`src/rtl/if_controller.sv`:
```
// IF address controller: walks each convolution window tap by tap and emits ifmap read address, channel enable and source select.
// Define IF_CTRL_PAD_EN to enable zero-padding support; otherwise padding is ignored and every tap reads BRAM.
module if_controller (
    input  logic        clk,
    input  logic        rst,
    input  logic        start,
    input  logic [15:0] image_size,
    input  logic [5:0]  number_channel,
    input  logic [3:0]  kernel_size,
    input  logic        padding,
    input  logic [1:0]  stride,
    input  logic        port_input,
    output logic [15:0] address_ifmap,
    output logic [31:0] channel_en,
    output logic [1:0]  input_choose,
    output logic        PE_start,
    output logic        first_channel,
    output logic        last_channel
);
    typedef enum logic {IDLE, SCAN} state_t;
    state_t state;

    logic [15:0] img_q;
    logic [5:0]  nch_q;
    logic [3:0]  ks_q;
    logic [1:0]  strd_q;
    logic        port_q;
    logic [16:0] osz_q;

    logic [16:0] oy, ox, n_oy, n_ox;
    logic [5:0]  c, n_c;
    logic [3:0]  ky, kx, n_ky, n_kx;
    logic        last_tap;

    logic [5:0]  s_nch;
    logic [3:0]  s_ks;
    logic [1:0]  s_strd;
    logic        s_pad;
    logic signed [17:0] s_num;
    logic [16:0] s_osz;

    logic [15:0] e_img;
    logic [5:0]  e_nch;
    logic [1:0]  e_strd;
    logic        e_port;
    logic        in_range;
    logic [15:0] row, col, tap_addr;
    logic [1:0]  tap_sel;

`ifdef IF_CTRL_PAD_EN
    logic        pad_q;
    logic        e_pad;
    logic signed [17:0] iy, ix;
    assign s_pad = padding;
`else
    logic unused_padding;
    assign unused_padding = padding;
    assign s_pad = 1'b0;
`endif

    always_comb begin
        s_nch  = (number_channel == 6'd0) ? 6'd1 :
                 (number_channel > 6'd32) ? 6'd32 : number_channel;
        s_ks   = (kernel_size == 4'd0) ? 4'd1 : kernel_size;
        s_strd = (stride == 2'd0) ? 2'd1 : stride;
        s_num  = $signed({2'b00, image_size}) + $signed({16'd0, s_pad, 1'b0})
                 - $signed({14'd0, s_ks});
        // A kernel larger than the padded image yields no windows at all
        s_osz  = s_num[17] ? 17'd0 : 17'(s_num[16:0] / {15'd0, s_strd}) + 17'd1;
    end

    // In IDLE the first tap is computed straight from the incoming config
    always_comb begin
        e_img  = (state == IDLE) ? image_size : img_q;
        e_nch  = (state == IDLE) ? s_nch      : nch_q;
        e_strd = (state == IDLE) ? s_strd     : strd_q;
        e_port = (state == IDLE) ? port_input : port_q;
`ifdef IF_CTRL_PAD_EN
        e_pad  = (state == IDLE) ? s_pad      : pad_q;
`endif
    end

    always_comb begin
        n_kx = '0; n_ky = '0; n_c = '0; n_ox = '0; n_oy = '0;
        last_tap = 1'b0;
        if (state == SCAN) begin
            n_kx = kx + 4'd1; n_ky = ky; n_c = c; n_ox = ox; n_oy = oy;
            if (kx == ks_q - 4'd1) begin
                n_kx = '0;
                n_ky = ky + 4'd1;
                if (ky == ks_q - 4'd1) begin
                    n_ky = '0;
                    n_c  = c + 6'd1;
                    if (c == nch_q - 6'd1) begin
                        n_c  = '0;
                        n_ox = ox + 17'd1;
                        if (ox == osz_q - 17'd1) begin
                            n_ox     = '0;
                            n_oy     = oy + 17'd1;
                            last_tap = (oy == osz_q - 17'd1);
                        end
                    end
                end
            end
        end
    end

    always_comb begin
`ifdef IF_CTRL_PAD_EN
        iy = $signed({1'b0, n_oy} * {16'd0, e_strd} + {14'd0, n_ky} - {17'd0, e_pad});
        ix = $signed({1'b0, n_ox} * {16'd0, e_strd} + {14'd0, n_kx} - {17'd0, e_pad});
        in_range = !iy[17] && !ix[17] &&
                   (iy[16:0] < {1'b0, e_img}) && (ix[16:0] < {1'b0, e_img});
        row = iy[15:0];
        col = ix[15:0];
`else
        in_range = 1'b1;
        row = n_oy[15:0] * {14'd0, e_strd} + {12'd0, n_ky};
        col = n_ox[15:0] * {14'd0, e_strd} + {12'd0, n_kx};
`endif
        tap_addr = in_range ? ({10'd0, n_c} * e_img * e_img + row * e_img + col) : 16'd0;
        tap_sel  = in_range ? {1'b0, e_port} : 2'd2;
    end

    always_ff @(posedge clk) begin
        if (rst) begin
            state <= IDLE;
            oy <= '0; ox <= '0; c <= '0; ky <= '0; kx <= '0;
            address_ifmap <= '0; channel_en <= '0; input_choose <= '0;
            PE_start <= 1'b0; first_channel <= 1'b0; last_channel <= 1'b0;
        end else begin
            oy <= n_oy; ox <= n_ox; c <= n_c; ky <= n_ky; kx <= n_kx;
            case (state)
                IDLE: begin
                    if (start && s_osz != 17'd0) begin
                        state  <= SCAN;
                        img_q  <= image_size;
                        nch_q  <= s_nch;
                        ks_q   <= s_ks;
                        strd_q <= s_strd;
                        port_q <= port_input;
                        osz_q  <= s_osz;
`ifdef IF_CTRL_PAD_EN
                        pad_q  <= s_pad;
`endif
                    end
                end
                SCAN: begin
                    if (last_tap) begin
                        state <= IDLE;
                        oy <= '0; ox <= '0; c <= '0; ky <= '0; kx <= '0;
                    end
                end
                default: state <= IDLE;
            endcase
            if ((state == IDLE && start && s_osz != 17'd0) || (state == SCAN && !last_tap)) begin
                address_ifmap <= tap_addr;
                channel_en    <= 32'd1 << n_c;
                input_choose  <= tap_sel;
                PE_start      <= (n_c == 6'd0) && (n_ky == 4'd0) && (n_kx == 4'd0);
                first_channel <= (n_c == 6'd0);
                last_channel  <= (n_c == e_nch - 6'd1);
            end else begin
                address_ifmap <= '0; channel_en <= '0; input_choose <= '0;
                PE_start <= 1'b0; first_channel <= 1'b0; last_channel <= 1'b0;
            end
        end
    end
endmodule

```
`config.mk`:
```
export PLATFORM = sky130hd
export DESIGN_NAME = if_controller
export DESIGN_NICKNAME = d
export VERILOG_FILES = /design/src/rtl/if_controller.sv
export SDC_FILE = /design/constraint.sdc
export NUM_CORES = 1
export LEC_CHECK = 0
export CELL_PAD_IN_SITES_DETAIL_PLACEMENT = 0
export CELL_PAD_IN_SITES_GLOBAL_PLACEMENT = 1
export CORE_UTILIZATION = 45
export DETAILED_ROUTE_END_ITERATION = 8
export PLACE_DENSITY = 0.76
export SLEW_MARGIN = 25
export SYNTH_ARGS = -nofsm -noshare
export SYNTH_HDL_FRONTEND = slang
export SYNTH_SLANG_ARGS = --single-unit
```
`constraint.sdc`:
```
create_clock -name clk -period 49.2 [get_ports clk]
set_input_delay 7.38 -clock clk [delete_from_list [all_inputs] [get_ports clk]]
set_output_delay 7.38 -clock clk [all_outputs]
set_load 0.03 [all_outputs]
```
; ---- Word level (Yosys, flattened, before mapping)
; Index checks and enable logic that the tools add are counted.
[totals]
register_bits = 148
latchBits = 0
ram_bits = 0
romBits = 0
input_bits = 33
out_inout_bits = 53
mem_count = 0
[op_classes]
add_sub_neg = 15
n_mul = 5
div = 1
order_cmp = 1
n_eq_ne = 6
shifts = 1
mux = 46
n_bitwise = 3
n_reduce_logical = 17
[ops]
columns = operator, count
row1 = 17-bit two-way mux, 15
row2 = 6-bit two-way mux, 9
row3 = 17-bit by 1-bit adder with 17-bit output (second input constant), 3
row4 = 4-bit two-way mux, 10
row5 = 17-bit == test, 2
row6 = 16-bit adder, 2
row7 = 16-bit by 4-bit adder with 16-bit output, 2
row8 = 16-bit by 16-bit multiplier with 16-bit output, 2
row9 = 16-bit by 2-bit multiplier with 16-bit output, 2
row10 = 1-bit by 6-bit << shifter with 32-bit output (first input constant), 1
row11 = 17-bit by 2-bit divider with 17-bit output, 1
row12 = 17-bit nonzero test, 1
row13 = 16-bit by 4-bit subtractor with 17-bit output, 1
row14 = 17-bit by 1-bit subtractor with 17-bit output (second input constant), 1
row15 = 6-bit by 16-bit multiplier with 16-bit output, 1
row16 = 16-bit two-way mux, 1
row17 = 6-bit == test, 2
row18 = 4-bit logical NOT, 3
row19 = 6-bit logical NOT, 2
row20 = 6-bit by 1-bit subtractor with 6-bit output (second input constant), 2
row21 = 4-bit by 1-bit adder with 4-bit output (second input constant), 2
row22 = 4-bit == test, 2
row23 = 1-bit two-way mux, 8
row24 = 6-bit by 1-bit adder with 6-bit output (second input constant), 1
row25 = 11 further kinds, 19

; ---- Longest topological paths before layout
[depth]
ltp_word = 12
depth_mapped = 167

; ---- Worst setup path before layout
; No wires, ideal clock.
[synth_path]
kind = input port to flip-flop
startpoint = input kernel_size[1]
endpoint = register img_q[0], enable pin
setup_time_ns = 0.477
t_arrival_ns = 41.288
path_slack_ns = 7.435
path_stages = 162
n_path_buf = 11
cell_sequence = inv_1 a31o_2 ha_1 inv_1 fa_1 a21o_1 a21o_1 or3_4 or3_1 buf_2 inv_1 clkbuf_1 ha_1 nor2b_1 a21oi_4 ha_1 nand2_1 nor3_1 (+126 left out) a21oi_1 ha_1 o21ai_0 nor2_1 o22ai_1 o211ai_1 a311o_1 nor3_4 inv_2 ha_1 nand3_1 nor2_1 nand3_1 xnor2_1 a31oi_1 a211oi_1 o211a_1 a31oi_1
[synth_between]
elab_chain_cells = 9
[synth_lines]
columns = item, line
row1 = "start, declared", 9  ; input logic [3:0] kernel_size,
row2 = 4-bit logical NOT (*), 64  ; s_ks = (kernel_size == 4'd0) ? 4'd1 : kernel_size;
row3 = 4-bit two-way mux (*), 64
row4 = named net s_ks[0], 36  ; logic [3:0] s_ks;
row5 = 16-bit by 4-bit subtractor with 17-bit output (*), 67  ; - $signed({14'd0, s_ks});
row6 = 17-bit by 2-bit divider with 17-bit output, 69  ; s_osz = s_num[17] ? 17'd0 : 17'(s_num[16:0] / {15'd0, s_strd}) + 17'd1;
row7 = 17-bit by 1-bit adder with 17-bit output, 69
row8 = 17-bit two-way mux (*), 69
row9 = 17-bit nonzero test (*), 135  ; if (start && s_osz != 17'd0) begin
row10 = 1-bit logical AND (*), 135
row11 = 3-bit AND reduction (no source line) (*), --
row12 = "end signal, assigned", 137  ; img_q <= image_size;
row13 = "end, declared", 23  ; logic [15:0] img_q;
; The timed path passes the listed nets; every way through them passes the cells marked *.
; A chain may end at the register's enable or synchronous reset.

; ---- Worst setup path in the final report
[layout_path]
startpoint = input kernel_size[1]
endpoint = register address_ifmap[14]
[layout_between]
elab_chain_cells = 11
[layout_lines]
columns = item, line
row1 = 4-bit logical NOT (*), 64
row2 = 4-bit two-way mux (*), 64
row3 = named net s_ks[0], 36
row4 = 16-bit by 4-bit subtractor with 17-bit output (*), 67
row5 = 17-bit by 2-bit divider with 17-bit output, 69
row6 = 17-bit by 1-bit adder with 17-bit output, 69
row7 = 17-bit two-way mux (*), 69
row8 = named net s_osz[6], 40  ; logic [16:0] s_osz;
row9 = 17-bit nonzero test (*), 156  ; if ((state == IDLE && start && s_osz != 17'd0) || (state == SCAN && !last_tap)) begin
row10 = 1-bit logical AND (*), 156
row11 = 1-bit logical OR (*), 156
row12 = 1-bit inverter (no source line) (*), --
row13 = 2-bit OR reduction (no source line) (*), --
row14 = "end signal, assigned", 157  ; address_ifmap <= tap_addr;
row15 = "end, declared", 13  ; output logic [15:0] address_ifmap,
; Marks and branches as above.

==> implementation parameters <==
Parameter                              Value

Outcome
  Run status    complete, no violations

Critical path
  Count of cell instances traversed by the critical path    153
  Reg2reg path depth    59
  Delay of the slowest cell on the worst path    about 0.55 ns
  Largest fanout on the critical path    22
  Crit path arrival time    46.36 ns
  Crit Path Class    input pin to register
  Worst Path Required    49.52 ns
  Most used cell along the critical path    sky130_fd_sc_hd__ha_1
  Element type at the critical path end    register
  Type of origin of the critical path    input pin
  WP buf/inv    9
  Category of cells accounting for the largest share of critical-path delay    simple AND/OR/NAND/NOR gates
  CP max stage cell    sky130_fd_sc_hd__or3_1

Layout
  # fillers    approximately 5.3k
  Area used by multi-input combinational logic    0.01945 sq mm
  Fraction of final layout cells with drive strength greater than 1    0.05995
  Total number of nets in the final design    3510
  Growth of design area from synthesis to finish    8.820%
  Utilization of the core after routing    0.4983
  Area occupied by registers    0.003405 sq mm

STA
  Final worst path period share    0.9357
  Least setup slack across all paths after layout    between 3 and 4 ns
  Period minus WS final    46.04 ns
  Accumulated negative setup slack    0 ns
  Unrepaired setup endpoints after global routing    no
  Final Skew    0.01317 ns
  Final hold violation count    0
  Total count of max-transition violations in the final report    0
  Fmax    about 22 MHz
  Relative slew slack    0.2598
  Slew at the pin closest to its max-slew limit    1.107 ns
  Finish-stage setup viols    0

Job
  Number of max-cap violations    0

Yosys
  Synthesized net count    3472
  Yosys warning count    0
  Part of the Yosys area used for sequential elements    0.1376
  Most common cell in the netlist    sky130_fd_sc_hd__inv_1
  Top cells by area, synth    sky130_fd_sc_hd__fa_1 22%, sky130_fd_sc_hd__ha_1 10%, sky130_fd_sc_hd__dfxtp_1 8.2%, sky130_fd_sc_hd__xnor2_1 6.8%, sky130_fd_sc_hd__inv_1 6.2%
  Cells after synthesis    2968
  Primary FF master, synth    sky130_fd_sc_hd__dfxtp_1
  Syn Area/Cell    8.336 sq um
  Most frequent cells after synthesis    409 x sky130_fd_sc_hd__inv_1, 374 x sky130_fd_sc_hd__nor2_1, 281 x sky130_fd_sc_hd__nand2_1
  Number of flops mapped to enable cells by yosys    46
  Dominant cell type by area after synthesis    sky130_fd_sc_hd__fa_1
  Netlist Area Pre-Place    around 0.025 sq mm
  FFs w/ async S/R, synth    0
  Post-synthesis register bit count    147
  Number of unique standard cell types used by synthesis    around 120
  Post-synth top area share    0.2209

Placement
  Post-detail-place hpwl    57.01 mm
  Routability-driven placement congestion ratio    0.8875
  Number of I/O port buffers    83
  Pre-CTS setup slack    approximately 2.7 ns

Power
  Fraction of power spent switching nets    0.5369
  Total power per unit cell area    34.50 mW/mm^2
  Leakage power figure    11.75 nW
  Share of total power in the clock network    0.146
  Sw power    0.0004987 W
  Sequential fraction of design power    0.161
  Combinational share of power    0.693
  Worst IR Drop VDD    between 0.04 and 0.05 mV
  Internal Dissipation    0.0004301 W

Drt
  Wire length per cell    18.75 um
  Remaining antenna violation count after routing    0
  DRT Wirelength    69.66 mm
  Via-to-Cell Ratio    ~5.6
  DRC violations left    0
  Router iterations before antenna repair    8
  Starting DRT DRC Count    1050
  Via count    20.71k

CTS
  Hold buffer count at cts    0
  Clock transition at path regs    around 0.070 ns
  Number of buffers added by the clock tree synthesis step    17
  Latest clock arrival within the worst-skew pair    0.45 ns
  CTS H-tree lvls    4
  CTS root buffer    sky130_fd_sc_hd__clkbuf_16
  Number of buffers inserted to repair setup after CTS    0
  Clock Sinks    147
  Resize count post-CTS    0
  Bufs on Longest Clock Path    2
  TritonCTS clock tree    built

Min path
  Path class of the lowest-slack min-delay path    register to register
  Number of cells on the worst hold path    1

Global route
  Wire length of the first global-routing pass    around 110 mm
  Gr usage total    0.2515
  Number of global-route vias before repair    ~21k
  Pin count of the biggest net entering global routing    48
  Global route total overflow    0
  Initial antenna violation count    3

Die
  Number of primary I/O pins    86
  Width of the chip    236.5 um
  Core Box Area    about 0.054 sq mm
  # rows    85
  Die area    ~0.056 sq mm
  Effective utilization at floorplan    0.4579
  Die Span Y    236.5 um
## through the flow
step	cells	area, sq um	hold slack (ns)	total power (W)
5_1_grt	3715	26920	0.5842	0.0009941
3_3_place_gp	3683	26300	0.5216	0.0007773
2_1_floorplan	2968	24740	0.4905	0.0006332
3_5_place_dp	3683	26300	0.5372	0.0007862
4_1_cts	3715	26900	0.5455	0.0009236
6_report	3716	26920	0.5433	0.0009288
## worst reg2reg max path, delay by kind of cell (launching register included)
kind | cells | cell delay (ns)
compound gates | 9 | 1.46
xor+xnor | 20 | 3.77
fa+ha+maj | 11 | 5.18
buf+inv | 6 | 0.32
flops | 1 | 0.43
simple gates | 13 | 3.35
## cells in the final DEF, fill, tap and decap left out, types with 72 or more instances in the layout
master	n
sky130_fd_sc_hd__a21oi_1	85
sky130_fd_sc_hd__xnor2_1	192
sky130_fd_sc_hd__fa_1	273
sky130_fd_sc_hd__ha_1	198
sky130_fd_sc_hd__xor2_1	81
sky130_fd_sc_hd__nor2_1	374
sky130_fd_sc_hd__inv_1	409
sky130_fd_sc_hd__clkdlybuf4s50_1	83
sky130_fd_sc_hd__nor3_1	85
sky130_fd_sc_hd__dfxtp_1	100
sky130_fd_sc_hd__nand2_1	281
sky130_fd_sc_hd__nand3_1	72
## final timing paths
check | to | startpoint | slack [ns]
hold reg to reg | kx[0] | kx[0] | 0.54
setup reg to reg | address_ifmap[15] | osz_q[2] | 34.52
setup / recovery | address_ifmap[14] | kernel_size[1] | 3.16
hold / removal | kx[0] | kx[0] | 0.54
## flip-flops by register name (all words and copies together), names as in the netlist, 2 cells and up
name	cells
address_ifmap	16
oy	17
strd_q	2
kx	4
nch_q	6
ks_q	4
osz_q	17
ky	4
channel_en	32
c	6
img_q	16
ox	17
## cell type report
type                       count  area share
tap                          696     0.03235
timing repair buffer         112     0.03895
antenna                        1  0.00009295
clock buffer                  19     0.01724
sequential                   147      0.1265
multi-input combinational   2316      0.7224
clock inverter                13    0.005066
inverter                     412     0.05744
## per-layer routing
metal / share of wire / wire length [um] / vias to the layer above / global-route usage
met4: 0.027 / 1870 / 4 / 0.07536
met3: 0.042 / 2936 / 118 / 0.03031
met2: 0.50 / 35030 / 495 / 0.4554
met1: 0.43 / 29790 / 10210 / 0.3107
met5: 0.00046 / 32 / - / 0
li1: - / - / 9881 / -
## power by group through the flow
stage	logic [W]	registers [W]	clock network, W
final	0.000644	0.000150	0.000135
after global routing	0.000702	0.000151	0.000141
after CTS	0.000637	0.000149	0.000137
after detailed placement	0.000634	0.000152	0
after global placement	0.000626	0.000152	0
after floorplan	0.000481	0.000152	0
## cells by family (layout without fill, tap and decap cells)
group | after synthesis | after routing | share of synthesized area
compound gates | 386 | 386 | 0.1167
xor+xnor | 275 | 275 | 0.09766
fa+ha+maj | 471 | 471 | 0.3210
buf+inv | 505 | 556 | 0.07859
flops | 147 | 147 | 0.1376
mux | 63 | 63 | 0.02827
other cells | 1 | 2 | 0.0001516
simple gates | 1120 | 1120 | 0.2200
No activity file was read; power rests on OpenSTA's default activity.
